--- config.mk ---
export PLATFORM = sky130hd
export DESIGN_NAME = pipeline_hazard_ctrl
export DESIGN_NICKNAME = d
export VERILOG_FILES = /design/src/rtl/hazard_pkg.sv /design/src/rtl/sat_counter.sv /design/src/rtl/pipeline_hazard_ctrl.sv
export SDC_FILE = /design/constraint.sdc
export NUM_CORES = 1
export LEC_CHECK = 0
export ABC_AREA = 1
export CAP_MARGIN = 25
export CORE_MARGIN = 2
export CORE_UTILIZATION = 46
export DETAILED_ROUTE_END_ITERATION = 6
export MAX_ROUTING_LAYER = met4
export PLACE_DENSITY = 0.77
export SYNTH_ARGS = -nofsm -noshare
export SYNTH_HDL_FRONTEND = slang
export SYNTH_HIERARCHICAL = 1
export SYNTH_SLANG_ARGS = --single-unit
export TNS_END_PERCENT = 1
--- constraint.sdc ---
create_clock -name clk -period 1.95 [get_ports clk]
set_input_delay 0.4875 -clock clk [delete_from_list [all_inputs] [get_ports clk]]
set_output_delay 0.4875 -clock clk [all_outputs]
set_load 0.02 [all_outputs]
--- src/rtl/hazard_pkg.sv ---
// Shared types for the pipeline hazard controller: FSM states, control rows
// and the per-row register control word.
package hazard_pkg;

  typedef enum logic [1:0] {
    ST_RUN    = 2'b00,
    ST_HALTED = 2'b01,
    ST_STEP   = 2'b10
  } state_e;

  typedef enum logic [2:0] {
    ROW_RESET     = 3'd0,
    ROW_MEM_STALL = 3'd1,
    ROW_REDIRECT  = 3'd2,
    ROW_HALTED    = 3'd3,
    ROW_LOAD_USE  = 3'd4,
    ROW_DEFAULT   = 3'd5
  } row_e;

  localparam int unsigned REG_ZERO = 0;

  typedef struct packed {
    logic pc_write;
    logic ifid_write;
    logic ifid_flush;
    logic idex_write;
    logic idex_flush;
    logic exmem_write;
    logic memwb_flush;
  } ctrl_t;

  function automatic ctrl_t row_ctrl(input row_e row);
    ctrl_t c;
    case (row)
      ROW_RESET:     c = '{1'b0, 1'b0, 1'b1, 1'b0, 1'b1, 1'b0, 1'b1};
      ROW_MEM_STALL: c = '{1'b0, 1'b0, 1'b0, 1'b0, 1'b0, 1'b0, 1'b1};
      ROW_REDIRECT:  c = '{1'b1, 1'b1, 1'b1, 1'b1, 1'b1, 1'b1, 1'b0};
      ROW_HALTED:    c = '{1'b0, 1'b0, 1'b0, 1'b1, 1'b1, 1'b1, 1'b0};
      ROW_LOAD_USE:  c = '{1'b0, 1'b0, 1'b0, 1'b1, 1'b1, 1'b1, 1'b0};
      ROW_DEFAULT:   c = '{1'b1, 1'b1, 1'b0, 1'b1, 1'b0, 1'b1, 1'b0};
      default:       c = '{1'b0, 1'b0, 1'b1, 1'b0, 1'b1, 1'b0, 1'b1};
    endcase
    return c;
  endfunction

endpackage

--- src/rtl/sat_counter.sv ---
// Up-counter that sticks at all-ones instead of wrapping; clr wins over en.
module sat_counter #(
  parameter int W = 8
) (
  input  logic         clk,
  input  logic         clr,
  input  logic         en,
  output logic [W-1:0] q
);

  // count register: clear, saturating increment, or hold
  always_ff @(posedge clk) begin
    if (clr) begin
      q <= '0;
    end else if (en && (q != {W{1'b1}})) begin
      q <= q + W'(1);
    end
  end

endmodule

--- src/rtl/pipeline_hazard_ctrl.sv ---
// Pipeline register sequencer: load-use / redirect / mem-wait hazard controls,
// debug halt/single-step FSM and saturating stall/flush counters.
module pipeline_hazard_ctrl
  import hazard_pkg::*;
#(
  parameter int REG_AW      = 5,
  parameter int CNT_W       = 16,
  parameter int MEM_TIMEOUT = 64
) (
  input  logic              clk,
  input  logic              reset,
  input  logic [REG_AW-1:0] id_rs,
  input  logic [REG_AW-1:0] id_rt,
  input  logic              id_uses_rt,
  input  logic              ex_mem_read,
  input  logic [REG_AW-1:0] ex_rt,
  input  logic              ex_br_taken,
  input  logic              ex_jump,
  input  logic              mem_req,
  input  logic              mem_ready,
  input  logic              dbg_halt,
  input  logic              dbg_step,
  output logic              pc_write,
  output logic              ifid_write,
  output logic              ifid_flush,
  output logic              idex_write,
  output logic              idex_flush,
  output logic              exmem_write,
  output logic              memwb_flush,
  output logic              halted,
  output logic              mem_timeout,
  output logic [CNT_W-1:0]  stall_cnt,
  output logic [CNT_W-1:0]  flush_cnt
);

  localparam logic [7:0] WAIT_LAST = 8'(MEM_TIMEOUT - 1);

  state_e     state_r;
  state_e     state_nxt_s;
  row_e       row_s;
  ctrl_t      ctrl_s;
  logic       load_use_s;
  logic       redirect_s;
  logic       mem_stall_s;
  logic       stall_en_s;
  logic       flush_en_s;
  logic       wait_clr_s;
  logic [7:0] wait_cnt_s;
  logic       mem_timeout_r;

  assign load_use_s  = ex_mem_read && (ex_rt != REG_AW'(REG_ZERO)) &&
                       ((ex_rt == id_rs) || (id_uses_rt && (ex_rt == id_rt)));
  assign redirect_s  = ex_br_taken || ex_jump;
  assign mem_stall_s = mem_req && !mem_ready;

  // priority row select: first matching condition wins
  always_comb begin
    row_s = ROW_DEFAULT;
    if (reset) begin
      row_s = ROW_RESET;
    end else if (mem_stall_s) begin
      row_s = ROW_MEM_STALL;
    end else if (redirect_s) begin
      row_s = ROW_REDIRECT;
    end else if (state_r == ST_HALTED) begin
      row_s = ROW_HALTED;
    end else if (load_use_s) begin
      row_s = ROW_LOAD_USE;
    end else begin
      row_s = ROW_DEFAULT;
    end
  end

  assign ctrl_s      = row_ctrl(row_s);
  assign pc_write    = ctrl_s.pc_write;
  assign ifid_write  = ctrl_s.ifid_write;
  assign ifid_flush  = ctrl_s.ifid_flush;
  assign idex_write  = ctrl_s.idex_write;
  assign idex_flush  = ctrl_s.idex_flush;
  assign exmem_write = ctrl_s.exmem_write;
  assign memwb_flush = ctrl_s.memwb_flush;

  // debug FSM next state; a frozen pipeline holds the state
  always_comb begin
    state_nxt_s = state_r;
    if (mem_stall_s) begin
      state_nxt_s = state_r;
    end else begin
      case (state_r)
        ST_RUN:    state_nxt_s = dbg_halt ? ST_HALTED : ST_RUN;
        ST_HALTED: begin
          if (!dbg_halt) begin
            state_nxt_s = ST_RUN;
          end else if (dbg_step) begin
            state_nxt_s = ST_STEP;
          end else begin
            state_nxt_s = ST_HALTED;
          end
        end
        ST_STEP: begin
          if (!dbg_halt) begin
            state_nxt_s = ST_RUN;
          end else if (row_s == ROW_DEFAULT) begin
            state_nxt_s = ST_HALTED;
          end else begin
            state_nxt_s = ST_STEP;
          end
        end
        default:   state_nxt_s = ST_RUN;
      endcase
    end
  end

  // debug FSM state register
  always_ff @(posedge clk) begin
    if (reset) begin
      state_r <= ST_RUN;
    end else begin
      state_r <= state_nxt_s;
    end
  end

  assign halted = (state_r == ST_HALTED);

  assign stall_en_s = (row_s == ROW_MEM_STALL) || (row_s == ROW_LOAD_USE);
  assign flush_en_s = (row_s == ROW_REDIRECT);
  assign wait_clr_s = reset || !mem_stall_s;

  sat_counter #(.W(CNT_W)) u_stall_cnt (
    .clk (clk),
    .clr (reset),
    .en  (stall_en_s),
    .q   (stall_cnt)
  );

  sat_counter #(.W(CNT_W)) u_flush_cnt (
    .clk (clk),
    .clr (reset),
    .en  (flush_en_s),
    .q   (flush_cnt)
  );

  sat_counter #(.W(8)) u_wait_cnt (
    .clk (clk),
    .clr (wait_clr_s),
    .en  (mem_stall_s),
    .q   (wait_cnt_s)
  );

  // sticky timeout: set on the stall cycle that brings wait_cnt to MEM_TIMEOUT
  always_ff @(posedge clk) begin
    if (reset) begin
      mem_timeout_r <= 1'b0;
    end else if (mem_stall_s && (wait_cnt_s == WAIT_LAST)) begin
      mem_timeout_r <= 1'b1;
    end
  end

  assign mem_timeout = mem_timeout_r;

endmodule

==> metrics.md, run 1 <==
| Metric | Value |
|---|---|
| Final wirelength | `7430 um` |
| DRT Pass-1 Iters | `4` |
| Crit path DAT | `~2200 ps` |
| Max layer used | `met4` |
| Root buffer cell | `clkbuf_8` |
| Layout cells sized above 1 | `26.3%` |
| Status | `finished, violations left` |
| Worst-path clk slew | `approximately 80 ps` |
| H-tree level count | `2` |
| CP required | `2140 ps` |
| Mapped Area | `0.00287 mm^2` |
| Failing checks | `setup timing` |
| Met2 WL | `3700 um` |
| Clock tree from TritonCTS | `built` |
| DP HPWL | `5450 um` |
| Max frequency | `0.500 GHz` |
| Max cap viols | `0` |
| Unrepaired setup endpoints after global routing | `true` |
| Most frequent cells in the layout | `nand2_1, nor2_1, dfxtp_1` |
| Synth area leaders | `dfxtp_1, nand2_1, nor2_1, nand3_1, inv_1` |
| Min-Delay Path Depth | `2` |
| TritonCTS buffer count | `5` |
| Placer Congestion | `0.880` |
| Initial antenna violation count | `0` |
| DRC Markers | `0` |
| Post-Place Worst Slack | `-937 ps` |
| Area delta synth->final | `42.2%` |
| Pwr/cell area | `just under 500 mW/mm^2` |
| Cell variety after synth | `26` |
| CTS sink cnt | `43` |
| Register bit total from synthesis | `43` |
| Util after Layout | `68.5%` |
| Port bufs | `65` |
| M1 WL | `3290 um` |
| Final hold vios | `0` |
| Total negative setup slack | `-85.7 ps` |
| Worst-path maximum fanout | `5` |
| Leading area contributor after synthesis | `dfxtp_1` |
| Via density | `4.92` |
| Fin crit period | `2000 ps` |
| DIE HEIGHT | `83.0 um` |
| R2r worst-path depth | `14` |
| DR WL/cell | `11.4 um` |
| Antenna cells | `0` |
| Initial core utilization | `48.2%` |
| Final setup fails | `5` |
| Net count after synthesis | `between 500 and 600` |
| First-pass GRT wire length | `around 13000 um` |
| Sequential element share of the synthesized area | `30.0%` |
| Crit Path Class | `in2reg` |
| PnR Total Power | `1.96 mW` |
| Clock latency on the worst-skew pair | `290 ps` |
| Die Area | `0.00688 mm^2` |
| WHS | `480 ps` |
| Die Wd | `83.0 um` |
| Most common cell after layout, fill and taps aside | `nand2_1` |
| Initial DRC Count | `122` |
| Post-Syn Area per Cell | `5.95 um^2` |
| CP startpoint kind | `primary input` |
| Mapped Cells | `482` |
| Clock skew | `roughly 4.4 ps` |
| Gr ovfl total | `0` |
| FP Rows | `28` |
| Leak | `1.77 nW` |
| Hold_buf cts | `0` |
| Final nets | `605` |
| CORE AREA | `between 0.005 and 0.006 mm^2` |
| IO Pins | `66` |
| Yosys top cell area share | `30.0%` |
| Met3 WL | `~270 um` |
| Vias in the first global route | `3069` |
| Vias | `3216` |
| Syn. warnings | `6` |
| Fin crit share | `103%` |
| Worst Slack Setup Final | `-51.1 ps` |
| Clock Tree Buf Depth | `2` |
| Pins over their slew limit | `0` |
| Worst VDD drop | `445 uV` |
| Fill count | `slightly above 500` |
| Hold WC Path Type | `reg2reg` |
| Max-slew headroom | `just under 80%` |
| Worst Setup End Kind | `flip-flop` |
| Worst slew pin tran | `332 ps` |
| Largest net degree at the start of global routing | `17` |
| GR Util All Layers | `22.5%` |
| Antenna Nets Post-Route | `0` |
per-layer routing:
| layer | global-route usage (%) | up-vias |
|---|---|---|
| met5 | - | - |
| met4 | 7.60 | 0 |
| met3 | 3.88 | 17 |
| met2 | 38.6 | 67 |
| met1 | 26.7 | 1461 |
| li1 | - | 1671 |
power by group:
| part | total, mW | internal, mW | leakage [nW] | switching, mW |
|---|---|---|---|---|
| Clock | 0.731 | 0.415 | 0.0612 | 0.316 |
| Combinational | 0.334 | 0.165 | 1.37 | 0.170 |
| Sequential | 0.896 | 0.886 | 0.347 | 0.00946 |
| Total | 1.96 | 1.47 | 1.77 | 0.495 |
worst max-delay path, cell delays in order:
cell and delay (ps):
dlygate4sd2_1 340, nor2_8 160, inv_4 60, buf_4 140, o31ai_4 230, buf_6 160
nand3_2 70, or2_1 230, nor2_2 120, nand3_1 80, nand2_1 70, nor2_1 40
state kept, by name, indices dropped and copies added, names as in the netlist:
| name | flops |
|---|---|
| u_flush_cnt/q | 16 |
| state_r | 2 |
| u_wait_cnt/q | 8 |
| u_stall_cnt/q | 16 |
| mem_timeout | 1 |
cell usage after synthesis (all sizes together):
| library cell | n |
|---|---|
| nand2 | 161 |
| nor2 | 130 |
| inv | 56 |
| dfxtp | 43 |
| nand3 | 41 |
| a21oi | 21 |
| nand4 | 9 |
| buf | 6 |
| ha | 3 |
| clkbuf | 2 |
| nor3 | 2 |
| or2 | 2 |
| clkinv | 1 |
| nand3b | 1 |
| nor4 | 1 |
| o21ai | 1 |
| o31ai | 1 |
| xnor2 | 1 |
metrics by stage:
step,instance area [um^2],cells
after floorplan,2870,482
after global placement,3750,639
after detailed placement,3750,639
after CTS,3950,652
after global routing,4080,653
final,4080,653
logic make-up after synthesis:
kind of cell             share of synthesized area [%]
AO/OA/AOI/OAI                                     4.10
XOR/XNOR                                         0.305
buffers and inverters                             9.51
adder cells (fa/ha/maj)                           1.31
flip-flops                                        30.0
AND/OR/NAND/NOR                                   54.8
area by class of cell:
class / instances / area, um^2 / area share [%]
inverters: 57 / 221 / 5.43
clock buffers: 6 / 82.6 / 2.02
flip-flops and latches: 43 / 862 / 21.1
multi-input cells: 374 / 1870 / 45.7
repair buffers: 96 / 918 / 22.5
clock inverters: 2 / 35.0 / 0.859
well taps: 75 / 93.8 / 2.30
path summary, 6_finish.rpt:
path	slack, ps	end	startpoint
setup reg to reg	20	u_stall_cnt/q[13]	state_r[1]
hold / removal	480	u_wait_cnt/q[6]	u_wait_cnt/q[6]
setup / recovery	-50	u_stall_cnt/q[13]	reset
hold reg to reg	480	u_wait_cnt/q[6]	u_wait_cnt/q[6]
what timing repair did:
item                                   in CTS  in global routing
pin swaps                                  31                 30
setup buffers                               5                  1
setup endpoints to repair                  40                 29
gates resized for setup                   134                 42
endpoints found under the hold margin       0                  0
Note: power is estimated with default switching activity, not from simulation.
==> run 2: changes to the inputs <==
Settings changed: REMOVE_ABC_BUFFERS from default to 1.
==> metrics.md, run 2 (synthesis gave the netlist of run 1 again) <==
| Metric | Value |
|---|---|
| Final nets | `602` |
| GR Util All Layers | `20.7%` |
| Placer Congestion | `0.846` |
| Sw Share | `27.0%` |
| Layout cells sized above 1 | `25.2%` |
| Clock Tree Buf Depth | `2` |
| Port bufs | `65` |
| DRC Markers | `0` |
| Status | `finished, violations left` |
| Clock power share | `31.4%` |
| TritonCTS buffer count | `5` |
| Max cap viols | `0` |
| CORE AREA | `0.00596 mm^2` |
| Die Area | `between 0.006 and 0.007 mm^2` |
| PnR Total Power | `~1.8 mW` |
| Initial DRC Count | `186` |
| Biggest regs | `u_flush_cnt/q (16), u_stall_cnt/q (16), u_wait_cnt/q (8)` |
| CP required | `~2100 ps` |
| DRT Pass-1 Iters | `4` |
| DR WL/cell | `roughly 11 um` |
| Fin crit share | `102%` |
| DP HPWL | `5420 um` |
| Pwr/cell area | `445 mW/mm^2` |
| CTS sink cnt | `43` |
| DIE HEIGHT | `83.0 um` |
| Sequential power share | `50.3%` |
| Final wirelength | `7220 um` |
| Worst VDD drop | `381 uV` |
| Initial core utilization | `48.2%` |
| Leak | `between 1.5 and 2 nW` |
| Initial antenna violation count | `0` |
| Worst-path clk slew | `80 ps` |
| Failing checks | `setup timing` |
| Vias | `3216` |
| Most frequent cells in the layout | `nand2_1, nor2_1, dfxtp_1` |
| Finished Cell Area | `0.00400 mm^2` |
| Area delta synth->final | `39.4%` |
| Max-slew headroom | `around four fifths` |
| FP Rows | `28` |
| Worst slew pin tran | `approximately 320 ps` |
| Crit Path Class | `in2reg` |
| Worst Setup End Kind | `flip-flop` |
| Hold_buf cts | `0` |
| Unrepaired setup endpoints after global routing | `true` |
| Final setup fails | `6` |
| Switching Power | `~0.48 mW` |
| Clock tree from TritonCTS | `built` |
| Clock skew | `6.97 ps` |
| Hold WC Path Type | `reg2reg` |
| Largest net degree at the start of global routing | `17` |
| Combinational share of power | `18.3%` |
| Area post-placement | `about 0.0038 mm^2` |
| Gr ovfl total | `0` |
| Int Power | `1.30 mW` |
| Clock latency on the worst-skew pair | `290 ps` |
| Most common cell after layout, fill and taps aside | `nand2_1` |
| Worst Slack Setup Final | `-41.0 ps` |
| H-tree level count | `2` |
| Die Wd | `about 83 um` |
| CP startpoint kind | `primary input` |
| IO Pins | `66` |
| Crit path DAT | `2180 ps` |
| Antenna cells | `0` |
| Antenna Nets Post-Route | `0` |
| Pins over their slew limit | `0` |
| Root buffer cell | `clkbuf_8` |
| Fin crit period | `1990 ps` |
| Via density | `4.95` |
| Worst-path maximum fanout | `4` |
| First-pass GRT wire length | `12100 um` |
| Final hold vios | `0` |
| Vias in the first global route | `2926` |
| Max frequency | `0.502 GHz` |
run 2: cell types whose count changed in the layout (fill, tap and decap cells not counted), sizes merged:
cell / change
buf: -4
clkdlybuf4s15: +2
bufinv: -1
run 2: worst paths after layout:
kind	from	endpoint	slack, ps	cells after the start
hold reg to reg	mem_timeout	mem_timeout	480	2
setup / recovery	ex_rt[4]	u_stall_cnt/q[13]	-40	17
setup reg to reg	state_r[0]	u_stall_cnt/q[13]	30	15
hold / removal	mem_timeout	mem_timeout	480	2
run 2: power groups by stage:
stage / Sequential (mW) / Clock (mW) / Combinational [mW]
floorplan: 0.922 / 0 / 0.131
global placement: 0.915 / 0 / 0.295
detailed placement: 0.916 / 0 / 0.301
CTS: 0.895 / 0.577 / 0.308
global route: 0.897 / 0.607 / 0.358
finish: 0.896 / 0.558 / 0.326
run 2: worst max-delay path, cell delays in order:
cell	delay (ps)
buf_8	80
inv_4	30
nand2_1	50
nand2_1	60
nor2_1	110
nand3_1	80
nand2_1	100
nand2_2	90
buf_6	120
o31ai_2	160
buf_4	170
nand3_2	80
or2_0	200
nor2_1	150
nand3_1	100
nand2_1	70
nor2_1	40
run 2: through the flow:
| step | hold slack, ps | std cells | TNS (ps) | util [%] | setup WS, ps |
|---|---|---|---|---|---|
| finish | 477 | 650 | -160 | 67.1 | -41.0 |
| global route | 508 | 650 | -2040 | 67.1 | -182 |
| CTS | 485 | 649 | -287 | 65.5 | -86.7 |
| detailed placement | 462 | 639 | -26800 | 63.2 | -920 |
| global placement | 463 | 639 | -24430 | 63.2 | -846 |
| floorplan | 447 | 474 | -5730 | - | -471 |
run 2: cell type report:
cell class	count	area (um^2)
Inverter	57	221
Fill cell	535	1960
Multi-Input combinational cell	374	1830
Clock buffer	7	76.3
Timing Repair Buffer	93	902
Tap cell	75	93.8
Sequential cell	43	863
Clock inverter	1	5.00
run 2: what timing repair did:
item | 4_1_cts | 5_1_grt
gates resized for setup | 130 | 35
buffers inserted | 2 | 1
pin swaps | 35 | 24
setup endpoints to repair | 40 | 31
run 2: layer usage:
metal / vias to the layer above / track usage [%] / routed length (um)
li1: 1674 / - / -
met1: 1448 / 24.8 / 3260
met2: 87 / 36.6 / 3570
met3: 7 / 3.88 / 346
met4: 0 / 3.73 / 46
met5: - / - / 0
==> run 3: changes to the inputs <==
Settings changed: RECOVER_POWER from default to 50.
==> metrics.md, run 3 (synthesis gave the netlist of run 1 again) <==
| Metric | Value |
|---|---|
| Status | `finished, violations left` |
| Failing checks | `setup timing` |
| Clock latency on the worst-skew pair | `between 200 and 300 ps` |
| Worst Slack Setup Final | `-39.3 ps` |
| CP required | `~2100 ps` |
| CORE AREA | `0.00596 mm^2` |
| Final setup fails | `6` |
| Worst slew pin tran | `389 ps` |
| Initial DRC Count | `213` |
| DIE HEIGHT | `83.0 um` |
| Layout cells sized above 1 | `23.8%` |
| Antenna Nets Post-Route | `0` |
| Final hold vios | `0` |
| Multi-input logic area | `approximately 0.0018 mm^2` |
| R2r worst-path depth | `15` |
| Max frequency | `0.503 GHz` |
| First-pass GRT wire length | `between 10000 and 15000 um` |
| IO Pins | `66` |
| Crit Path Class | `in2reg` |
| Biggest regs | `u_flush_cnt/q (16), u_stall_cnt/q (16), u_wait_cnt/q (8)` |
| Unrepaired setup endpoints after global routing | `true` |
| Die Wd | `between 80 and 90 um` |
| Largest net degree at the start of global routing | `17` |
| Area delta synth->final | `38.3%` |
| Fin crit period | `about 2000 ps` |
| Root buffer cell | `clkbuf_8` |
| Worst-path maximum fanout | `4` |
| Placed Cells | `639` |
| Final nets | `602` |
| Cell mode on critical path | `nand2_1` |
| Max cap viols | `0` |
| DP HPWL | `around 5400 um` |
| Die Area | `slightly below 0.007 mm^2` |
| Port bufs | `between 60 and 70` |
| Crit path DAT | `about 2200 ps` |
| FP Rows | `28` |
| GR Util All Layers | `between 20 and 25%` |
| R2r endpoint | `u_stall_cnt/q[13]` |
| Fill count | `541` |
| Final wirelength | `roughly 7200 um` |
| DRT Pass-1 Iters | `4` |
| R2r setup slk | `roughly 20 ps` |
| PnR Total Power | `around 1.8 mW` |
| Gr ovfl total | `0` |
| Initial antenna violation count | `0` |
| Critical path cell sequence | `buf_8 > inv_4 > nand2_1 > nand2_1 > nor2_1 > nand3_1 > nand2_1 > nand2_2 > buf_6 > o31ai_2 > buf_4 > nand3_2 > or2_0 > nor2_1 > nand3_1 > nand2_1 > nor2_1` |
| Worst VDD drop | `around 380 uV` |
| DR WL/cell | `between 10 and 15 um` |
| Most frequent cells in the layout | `nand2_1, nor2_1, dfxtp_1` |
| FF/Latch Area | `between 800 and 900 um^2` |
| Pwr/cell area | `448 mW/mm^2` |
| Min-Delay Path Depth | `2` |
| H-tree level count | `2` |
| Antenna cells | `0` |
| Worst Hold End | `mem_timeout` |
| CP max-delay cell | `or2_0` |
| HP Start | `mem_timeout` |
| Max stage delay on crit path | `200 ps` |
| Max-slew headroom | `about three quarters` |
| Leak | `1.77 nW` |
| Post-Place Worst Slack | `-920 ps` |
| Fin crit share | `102%` |
| Clock tree from TritonCTS | `built` |
| TritonCTS buffer count | `5` |
| Worst Setup End Kind | `flip-flop` |
| CTS sink cnt | `43` |
| Vias in the first global route | `2926` |
| DRC Markers | `0` |
| Vias | `3216` |
| Pins over their slew limit | `0` |
| Most common cell after layout, fill and taps aside | `nand2_1` |
| CP startpoint kind | `primary input` |
| Placer Congestion | `0.846` |
| Hold WC Path Type | `reg2reg` |
| Worst-path clk slew | `80 ps` |
| Via density | `4.95` |
| Reg2reg start | `state_r[0]` |
| Layout Cells excl Fill | `650` |
| Clock skew | `about 9 ps` |
| Clock Tree Buf Depth | `2` |
| Initial core utilization | `approximately 48%` |
==> run 3: cell types whose count changed in the layout (fill, tap and decap cells not counted), moves of 2 or more <==
cell / delta
clkdlybuf4s50_1: -12
dlygate4sd3_1: +12
inv_2: -2
nand3_1: +2
nand3_2: -2
==> run 3: stage by stage <==
| stage | hold slack [ps] | area, um^2 | TNS (ps) | util (%) |
|---|---|---|---|---|
| after global routing | 508 | 3970 | -2090 | 66.6 |
| after global placement | 463 | 3770 | -24430 | 63.2 |
| after detailed placement | 462 | 3770 | -26800 | 63.2 |
| after CTS | 485 | 3900 | -287 | 65.5 |
| after floorplan | 447 | 2810 | -5730 | - |
| final | 472 | 3970 | -155 | 66.6 |
==> run 3: final cells by class <==
| type | count | area share (%) |
|---|---|---|
| clock buffer | 7 | 1.92 |
| clock inverter | 1 | 0.126 |
| inverter | 57 | 5.59 |
| multi-input combinational | 374 | 45.8 |
| sequential | 43 | 21.7 |
| tap | 75 | 2.37 |
| timing repair buffer | 93 | 22.5 |
==> run 3: repair_timing <==
item | 4_1_cts | 5_1_grt
setup buffers | 2 | 1
hold buffers | 0 | 0
setup endpoints to repair | 40 | 31
gates cloned | 0 | 0
resized for setup | 130 | 35
pin swaps | 35 | 24
==> run 3: power breakdown <==
part           leakage [nW]  internal (mW)  switching, mW
combinational          1.38          0.157          0.163
sequential            0.348          0.886        0.00935
clock                0.0422          0.252          0.307
==> run 3: how the worst max path moves through the flow <==
stage                  start           endpoint  slack [ps]
global route        id_rs[4]  u_stall_cnt/q[13]        -180
detailed placement  ex_rt[3]         ifid_flush        -920
floorplan            mem_req  u_stall_cnt/q[13]        -470
CTS                 id_rt[2]  u_stall_cnt/q[13]         -90
global placement    ex_rt[4]         ifid_flush        -850
finish              ex_rt[4]  u_stall_cnt/q[13]         -40
==> run 3: critical path, delay by kind of cell <==
family / cells / cell delay, ps
and+or+nand+nor: 12 / 1130
buffers and inverters: 4 / 400
AOI/OAI and AO/OA: 1 / 160
==> run 3: metal layers <==
layer / vias to the layer above / GRT usage (%) / wire [um]
met1: 1467 / 24.8 / 3240
met5: - / - / 0
met3: 5 / 3.88 / 317
met2: 71 / 36.6 / 3590
met4: 0 / 3.73 / 39
li1: 1673 / - / -
